`src/rtl/mips_defs.sv`:
```
// Shared MEM-stage definitions: store width codes, buffer sizing, entry payload.
package mips_defs;

  localparam int unsigned ADDR_W   = 32;
  localparam int unsigned DATA_W   = 32;
  localparam int unsigned TYPE_W   = 3;
  localparam int unsigned WORD_W   = ADDR_W - 2;
  localparam int unsigned SB_DEPTH = 4;

  localparam logic [TYPE_W-1:0] STORE_WORD = 3'd0;
  localparam logic [TYPE_W-1:0] STORE_HALF = 3'd1;
  localparam logic [TYPE_W-1:0] STORE_BYTE = 3'd2;

  // One queued store, kept exactly as presented by the MEM stage.
  typedef struct packed {
    logic [TYPE_W-1:0] st_type;
    logic [ADDR_W-1:0] addr;
    logic [DATA_W-1:0] data;
  } sb_entry_t;

  // Word address used for load/store overlap detection.
  function automatic logic [WORD_W-1:0] word_of(input logic [ADDR_W-1:0] a);
    return a[ADDR_W-1:2];
  endfunction

endpackage

```
`src/rtl/sb_match.sv`:
```
// Compares a load word address against every occupied store-buffer entry.
module sb_match
  import mips_defs::*;
#(
  parameter int unsigned DEPTH = SB_DEPTH
) (
  input  logic                         ld_valid,
  input  logic [WORD_W-1:0]            ld_word,
  input  logic [DEPTH-1:0]             ent_valid,
  input  logic [DEPTH-1:0][WORD_W-1:0] ent_word,
  output logic                         hazard
);

  logic [DEPTH-1:0] hit;

  // Per-entry word compare, qualified by occupancy.
  always_comb begin
    hit = '0;
    for (int i = 0; i < int'(DEPTH); i++) begin
      hit[i] = ent_valid[i] && (ent_word[i] == ld_word);
    end
  end

  assign hazard = ld_valid && (|hit);

endmodule

```
`src/rtl/store_buffer.sv`:
```
// Store buffer between MEM stage and data memory: queues stores and drains
// them whenever the memory port is not needed by a load, forcing drains when
// a load overlaps a queued store.
module store_buffer
  import mips_defs::*;
#(
  parameter int unsigned DEPTH = SB_DEPTH
) (
  input  logic              clk,
  input  logic              reset,
  input  logic              St_Valid,
  input  logic [TYPE_W-1:0] St_Type,
  input  logic [ADDR_W-1:0] St_Addr,
  input  logic [DATA_W-1:0] St_Data,
  input  logic              Ld_Valid,
  input  logic [ADDR_W-1:0] Ld_Addr,
  output logic              Stall,
  output logic              MemWrite,
  output logic [TYPE_W-1:0] StoreType,
  output logic [ADDR_W-1:0] Addr,
  output logic [DATA_W-1:0] DataW,
  output logic [2:0]        Count
);

  localparam int unsigned PTR_W = $clog2(DEPTH);
  localparam int unsigned CNT_W = $clog2(DEPTH + 1);

  sb_entry_t                    ent_q [DEPTH];
  logic [DEPTH-1:0]             valid_q;
  logic [PTR_W-1:0]             head_q;
  logic [PTR_W-1:0]             tail_q;
  logic [CNT_W-1:0]             count_q;

  logic [DEPTH-1:0][WORD_W-1:0] ent_word;
  sb_entry_t                    head_e;
  sb_entry_t                    new_e;
  logic                         hazard;
  logic                         full;
  logic                         drain;
  logic                         enq;

  // Word addresses of all entries for the overlap comparator.
  always_comb begin
    ent_word = '0;
    for (int i = 0; i < int'(DEPTH); i++) begin
      ent_word[i] = word_of(ent_q[i].addr);
    end
  end

  sb_match #(
    .DEPTH (DEPTH)
  ) u_match (
    .ld_valid  (Ld_Valid),
    .ld_word   (word_of(Ld_Addr)),
    .ent_valid (valid_q),
    .ent_word  (ent_word),
    .hazard    (hazard)
  );

  // Control decisions; everything is held quiet while reset is asserted.
  always_comb begin
    full   = (count_q == CNT_W'(DEPTH));
    head_e = ent_q[head_q];
    new_e  = '{st_type: St_Type, addr: St_Addr, data: St_Data};
    Stall  = reset && (hazard || (St_Valid && full));
    drain  = reset && (count_q != '0) && (!Ld_Valid || hazard);
    // A store presented alongside a load is dropped: the cycle is a load.
    enq    = reset && St_Valid && !Ld_Valid && !Stall;
  end

  // Memory port steering: drain write, load read, or idle pass-through.
  always_comb begin
    MemWrite  = 1'b0;
    Addr      = St_Addr;
    StoreType = STORE_WORD;
    DataW     = '0;
    if (drain) begin
      MemWrite  = 1'b1;
      Addr      = head_e.addr;
      StoreType = head_e.st_type;
      DataW     = head_e.data;
    end else if (reset && Ld_Valid) begin
      Addr      = Ld_Addr;
    end
  end

  // Pointer, occupancy and valid-bit bookkeeping with synchronous reset.
  always_ff @(posedge clk) begin
    if (!reset) begin
      head_q  <= '0;
      tail_q  <= '0;
      count_q <= '0;
      valid_q <= '0;
    end else begin
      if (enq) begin
        valid_q[tail_q] <= 1'b1;
        tail_q          <= tail_q + PTR_W'(1);
      end
      if (drain) begin
        valid_q[head_q] <= 1'b0;
        head_q          <= head_q + PTR_W'(1);
      end
      count_q <= count_q + CNT_W'(enq) - CNT_W'(drain);
    end
  end

  // Entry payload storage; contents are meaningless unless the valid bit is set.
  always_ff @(posedge clk) begin
    if (enq) begin
      ent_q[tail_q] <= new_e;
    end
  end

  assign Count = 3'(count_q);

endmodule

```
`config.mk`:
```
export PLATFORM = sky130hd
export DESIGN_NAME = store_buffer
export DESIGN_NICKNAME = d
export VERILOG_FILES = /design/src/rtl/mips_defs.sv /design/src/rtl/sb_match.sv /design/src/rtl/store_buffer.sv
export SDC_FILE = /design/constraint.sdc
export NUM_CORES = 1
export LEC_CHECK = 0
export CAP_MARGIN = 25
export CORE_MARGIN = 3
export CORE_UTILIZATION = 45
export CTS_CLUSTER_DIAMETER = 80
export DETAILED_ROUTE_END_ITERATION = 10
export PLACE_DENSITY = 0.76
export SYNTH_ARGS = -nofsm -noshare
export SYNTH_HDL_FRONTEND = slang
export SYNTH_HIERARCHICAL = 1
export SYNTH_SLANG_ARGS = --single-unit
```
`constraint.sdc`:
```
create_clock -name clk -period 4.4 [get_ports clk]
set_input_delay 0.44 -clock clk [delete_from_list [all_inputs] [get_ports clk]]
set_output_delay 0.44 -clock clk [all_outputs]
set_load 0.01 [all_outputs]
```
== Yosys cells after proc, flatten, opt, wreduce, memory -nomap -nowiden ==
Memories as Yosys holds them, arrays and structs flattened. A register that Yosys moved wholly into a read port is not among the register bits.
Cells that the tools add are included.
Storage, ports and cells
  bits in writable memories: 268
  output and inout bits: 72
  bits in latches: 0
  memories kept: 1
  bits in read-only memories: 0
  flip-flop bits (word level): 11
  bits of input ports: 103
  logic and storage cells: 58
Operators by class
  multipliers: 0
  muxes and demuxes: 16
  equal/unequal tests: 5
  add/subtract/negate cells: 4
  bitwise gates (word level): 3
  shifts and indexed selects: 0
  div/mod/pow operators: 0
  $lt $le $gt $ge: 4
  reductions and logical operators: 21
Memories
  ent_q: depth 4, width 67, read ports 5, clocked after memory_dff 1, wr ports 1, line store_buffer.sv:28  | sb_entry_t ent_q [DEPTH];
Operators with widths (count)
  $eq 30x30->1: 4
  $mux 32: 3
  $logic_and 1x1->1: 15
  $mux 4: 3
  $lt 2x3->1 const B: 2
  $mux 1: 5
  $add 2x1->2 const B: 2
  $and 4x4->4: 1
  $demux 1 s2: 2
  $ge 2x1->1 const B: 2
  $mux 2: 2
  $not 4->4: 1
  $or 4x4->4: 1
  $reduce_or 4->1: 1
  $add 3x1->3: 1
  $eq 3x3->1 const B: 1
  $mux 3: 1
  $reduce_bool 3->1: 1
  $sub 3x1->3: 1
  $logic_not 1->1: 2
  $logic_or 1x1->1: 2

== Depth between registers and ports, before layout ==
  word-level depth: 12
  depth in mapped cells: 16
  depth with buffers taken out: 14

== By module ==
Netlist, hierarchy kept.
Modules (own cells, without submodules)
  store_buffer: instances 1, cells each 579, sequential area each 8308.0 um2, area an instance 11412.2 um2
  sb_match: instances 1, cells each 166, sequential area each 0.0 um2, area an instance 1400.1 um2

== Worst setup path after synthesis ==
Ideal clock, no wire load.
  kind: input to register
  start: input Ld_Addr[10]
  end: memory ent_q[0][0] in the netlist's numbering, enable pin
  cell stages on the path: 9
  arrival: 3.180 ns
  buffers on the path: 2
  setup time: 0.433 ns
  data required time: 3.967 ns
  path slack: 0.788 ns
  cells stage by stage: buf_6 xnor2_2 nand4_1 nor4_1 nand4_1 a41oi_2 and4bb_2 buf_2 and3_1
On the way
  word-level cells in the longest chain between the ends: 10
  elaborated cells between the ends (all ways): 16
  classes of those cells: eq/ne: 4; mux: 2; reduce/logical: 10
Ends and longest elaborated chain
  start: declaration: line store_buffer.sv:16  | input logic [ADDR_W-1:0] Ld_Addr,
  $eq 30x30->1: line sb_match.sv:20  | hit[i] = ent_valid[i] && (ent_word[i] == ld_word);
  $logic_and 1x1->1: line sb_match.sv:20
  $reduce_or 4->1 *: line sb_match.sv:24  | assign hazard = ld_valid && (|hit);
  $logic_and 1x1->1 *: line sb_match.sv:24
  net hazard: line store_buffer.sv:37  | logic hazard;
  $logic_or 1x1->1 *: line store_buffer.sv:65  | Stall = reset && (hazard || (St_Valid && full));
  $logic_and 1x1->1 *: line store_buffer.sv:65
  $logic_not 1->1 *: line store_buffer.sv:68  | enq = reset && St_Valid && !Ld_Valid && !Stall;
  $logic_and 1x1->1 *: line store_buffer.sv:68
  $mux 1 *: line store_buffer.sv:109  | if (enq) begin
  $mux 1 (implied by the code) *: line store_buffer.sv:110  | ent_q[tail_q] <= new_e;
  end: declaration: line store_buffer.sv:28
Mark *: on every way through the listed nets, which the timed path passes. The rest lies on a longest branch.

== Worst setup path in the final report ==
  start: input Ld_Addr[2]
  end: output Addr[19]
On the way
  word-level cells in the longest chain between the ends: 7
  elaborated cells between the ends (all ways): 13
  classes of those cells: eq/ne: 4; mux: 1; reduce/logical: 8
Ends and longest elaborated chain
  $eq 30x30->1: line sb_match.sv:20
  $logic_and 1x1->1: line sb_match.sv:20
  $reduce_or 4->1 *: line sb_match.sv:24
  $logic_and 1x1->1 *: line sb_match.sv:24
  net hazard: line store_buffer.sv:37
  $logic_or 1x1->1 *: line store_buffer.sv:66  | drain = reset && (count_q != '0) && (!Ld_Valid || hazard);
  $logic_and 1x1->1 *: line store_buffer.sv:66
  $mux 32 *: line store_buffer.sv:77  | if (drain) begin
  end: declaration: line store_buffer.sv:20  | output logic [ADDR_W-1:0] Addr,
Marks and branches as above.

==> key figures <==
Final layout
  – Most frequent cells in the layout: 268 x edfxtp_1, 174 x clkdlybuf4s50_1, 74 x xnor2_1
  – Final Core Density: 0.5746
  – Reg area: approximately 8300 µm²
  – Share of cells above drive strength 1: 0.1615
  – Final cell count without fillers: roughly 1300
  – Design area: between 15000 and 20000 µm²
  – # fillers: 2172
  – Syn-to-layout area delta: 25.28%
  – Nets: 1053
  – Multi-input combinational cell area: 4204 µm²
  – Most common cell after layout, fill and taps aside: edfxtp_1
  – Antenna cells: 0

Worst setup path
  – WP data arrival: between 3 and 4 ns
  – Critical-path cell list: clkdlybuf4s50_1, xnor2_1, nand4_1, nor4_1, nand4_1, a41oi_2, nor2b_1, nor3_4, buf_12, buf_12, o21ai_0, clkdlybuf4s50_1
  – Critical path's slowest cell: clkdlybuf4s50_1
  – Worst R2R Start: ent_q[2][34]
  – Crit path max-delay family: buffers and inverters
  – Critical Path End Type: primary output
  – CP Max Fanout: 48
  – CP Buf/Inv Count: 4
  – CP Class: input pin to primary output
  – Crit path from: Ld_Addr[2]
  – WP data required: 3.96 ns
  – CP startpoint kind: input pin
  – Max stage delay on crit path: approximately 0.53 ns

Synth
  – Synth Cell Area: 12810 µm²
  – Area leader, netlist: edfxtp_1
  – Synth top area share: 0.6281
  – Mean Syn Cell Area: 17.20 µm²
  – Ys async rst share: 0
  – Sequential share of the synthesized area: 0.6484
  – Area contributors post-synth: edfxtp_1 63%, mux4_2 12%, xnor2_1 5.1%
  – Number of enable flip-flop cells after synthesis: 268
  – Yosys cell types: 39
  – Synth Flop Type: edfxtp_1
  – Number of nets produced by synthesis: 859
  – #FFs+latches synth: 281
  – Yosys Warn Count: 6
  – Cell count after synthesis: between 700 and 800

Clock tree
  – CTS Buffer Depth: 3
  – Setup Buffers After CTS: 0
  – Post-cts resize count: 0
  – H-Tree Depth: 1
  – CTS Hold Bufs: 0
  – TritonCTS buffer count: 29
  – Clock Pin Slew Worst Setup and Hold Paths: 0.06 ns
  – Root buf cell: clkbuf_16
  – CTS tree: built
  – Clock insertion delay at the later pin of the skew report: 0.55 ns
  – Clock sink count: 281

Floorplanning
  – Full die area: 30530 µm²
  – Num ports: 175
  – Site Rows: 61
  – Die W: between 150 and 200 µm
  – Core area: between 20000 and 30000 µm²
  – Die Y: 174.7 µm
  – Initial Util: 0.4587

Timing
  – Worst-Margin Slew: 0.7598 ns
  – Final worst slack: 0.1869 ns
  – Final setup vio count: 0
  – Relative slew slack: 0.4935
  – Tmin final: around 4.2 ns
  – Final period util: 0.9575
  – Layout Skew: about 0.025 ns
  – Slew Limit Fails: 0
  – Fmax: 237.4 MHz
  – Setup total negative slack: 0 ns
  – Final Hold Fails: 0
  – RSZ-0062 raised after global routing: no

Drt
  – Via Count: 7595
  – Iter 0 DRT Violations: 696
  – TritonRoute pass-1 iters: 5
  – Detail Route Antenna Nets: 0
  – Final WL: 31800 µm
  – DRC violations left: 0
  – Vias per cell: 5.676
  – Routed WL per cell: 23.77 µm

Place
  – Placed cell area: around 15000 µm²
  – Post-DP HPWL: 22330 µm
  – Port bufs: 174
  – GP Congestion: 0.8890
  – Placed cell count: around 1300
  – Place WS: 0.2397 ns

Power
  – Worst vdd ir: 0.0003625 V
  – NetSw: 0.001706 W
  – Sequential share of power: 0.453
  – Leak Pwr: 5.178 nW
  – Internal Pwr Total: 0.005093 W
  – Switching share of power: 0.2509
  – Comb power frac: 0.190
  – Pwr dens: between 400 and 500 nW/µm²
  – Power share of the clock group: 0.357

Global routing
  – Initial antenna violation count: 2
  – Global-route wire length before repair: around 48000 µm
  – Gr usage total: 0.2056
  – Global route overflow: 0
  – Largest net degree at the start of global routing: 49
  – Vias in the first global route: between 7000 and 8000

Job
  – Max-cap violation count: 0

Worst hold path
  – Hold path start: head_q[1]
  – HP Class: register to register

Run status
  – Status: finished clean
==> tightest hold or removal path: cells and delay by family (launching register included) <==
kind	cells	cell delay (ns)
DFF	1	0.34
AOI/OAI and AO/OA	2	0.15
==> power groups by stage <==
stage                     combinational (W)  sequential (W)  clock (W)
final                               0.00129         0.00308    0.00243
after global routing                0.00138         0.00309    0.00258
after CTS                           0.00130         0.00308    0.00247
after detailed placement            0.00130         0.00314          0
after global placement              0.00128         0.00313          0
after floorplan                    0.000734         0.00309          0
==> per-layer routing <==
metal,GRT usage,share of wire
met2,0.3322,0.48
met5,0,0.0012
met3,0.04259,0.083
met1,0.2909,0.41
met4,0.04688,0.020
==> final cells by class <==
type                            instances  share of cell area
Sequential cell                       281              0.5179
Multi-Input combinational cell        412              0.2619
Timing Repair Buffer                  207              0.1299
Clock buffer                           33             0.04615
Tap cell                              378             0.02946
Clock inverter                         19             0.01286
Inverter                                8            0.001871
==> sequential cells by signal (all words and copies together), names as in the netlist, named ones only <==
name	flops
tail_q	2
head_q	2
valid_q	4
Count	3
ent_q	268
==> synth_stat cells, types with 7 or more instances <==
cell / number
edfxtp_1: 268
xnor2_1: 74
mux4_2: 67
nand4_1: 58
xor2_1: 45
and2_1: 36
mux2i_1: 32
o21ai_0: 25
clkbuf_1: 16
nor4_1: 16
dfxtp_1: 13
buf_2: 11
ha_1: 10
inv_1: 8
o21ai_1: 7
==> stage by stage <==
stage          hold slack (ns)  power (W)
3_3_place_gp            0.5267   0.004413
2_1_floorplan           0.4952   0.003825
6_report                0.5191   0.006799
3_5_place_dp            0.5274   0.004434
4_1_cts                 0.5088   0.006855
5_1_grt                 0.5235   0.007057
==> cell families (layout without fill, tap and decap cells) <==
group,after synthesis,in the layout,synth area share
AND/OR/NAND/NOR,129,129,0.06338
AO/OA/AOI/OAI,51,51,0.02285
adder cells (fa/ha/maj),11,11,0.01133
buffers and inverters,52,267,0.02520
XOR/XNOR,122,122,0.08604
multiplexers,99,99,0.1428
flip-flops,281,281,0.6484
==> path summary, 6_finish.rpt <==
path / to / slack (ns) / cells after the start
hold reg to reg: register / 0.52 / 2
setup / recovery: Addr[19] / 0.19 / 12
hold / removal: register / 0.52 / 2
setup reg to reg: Count[2] / 0.84 / 15
Note: power is estimated with default switching activity, not from simulation.
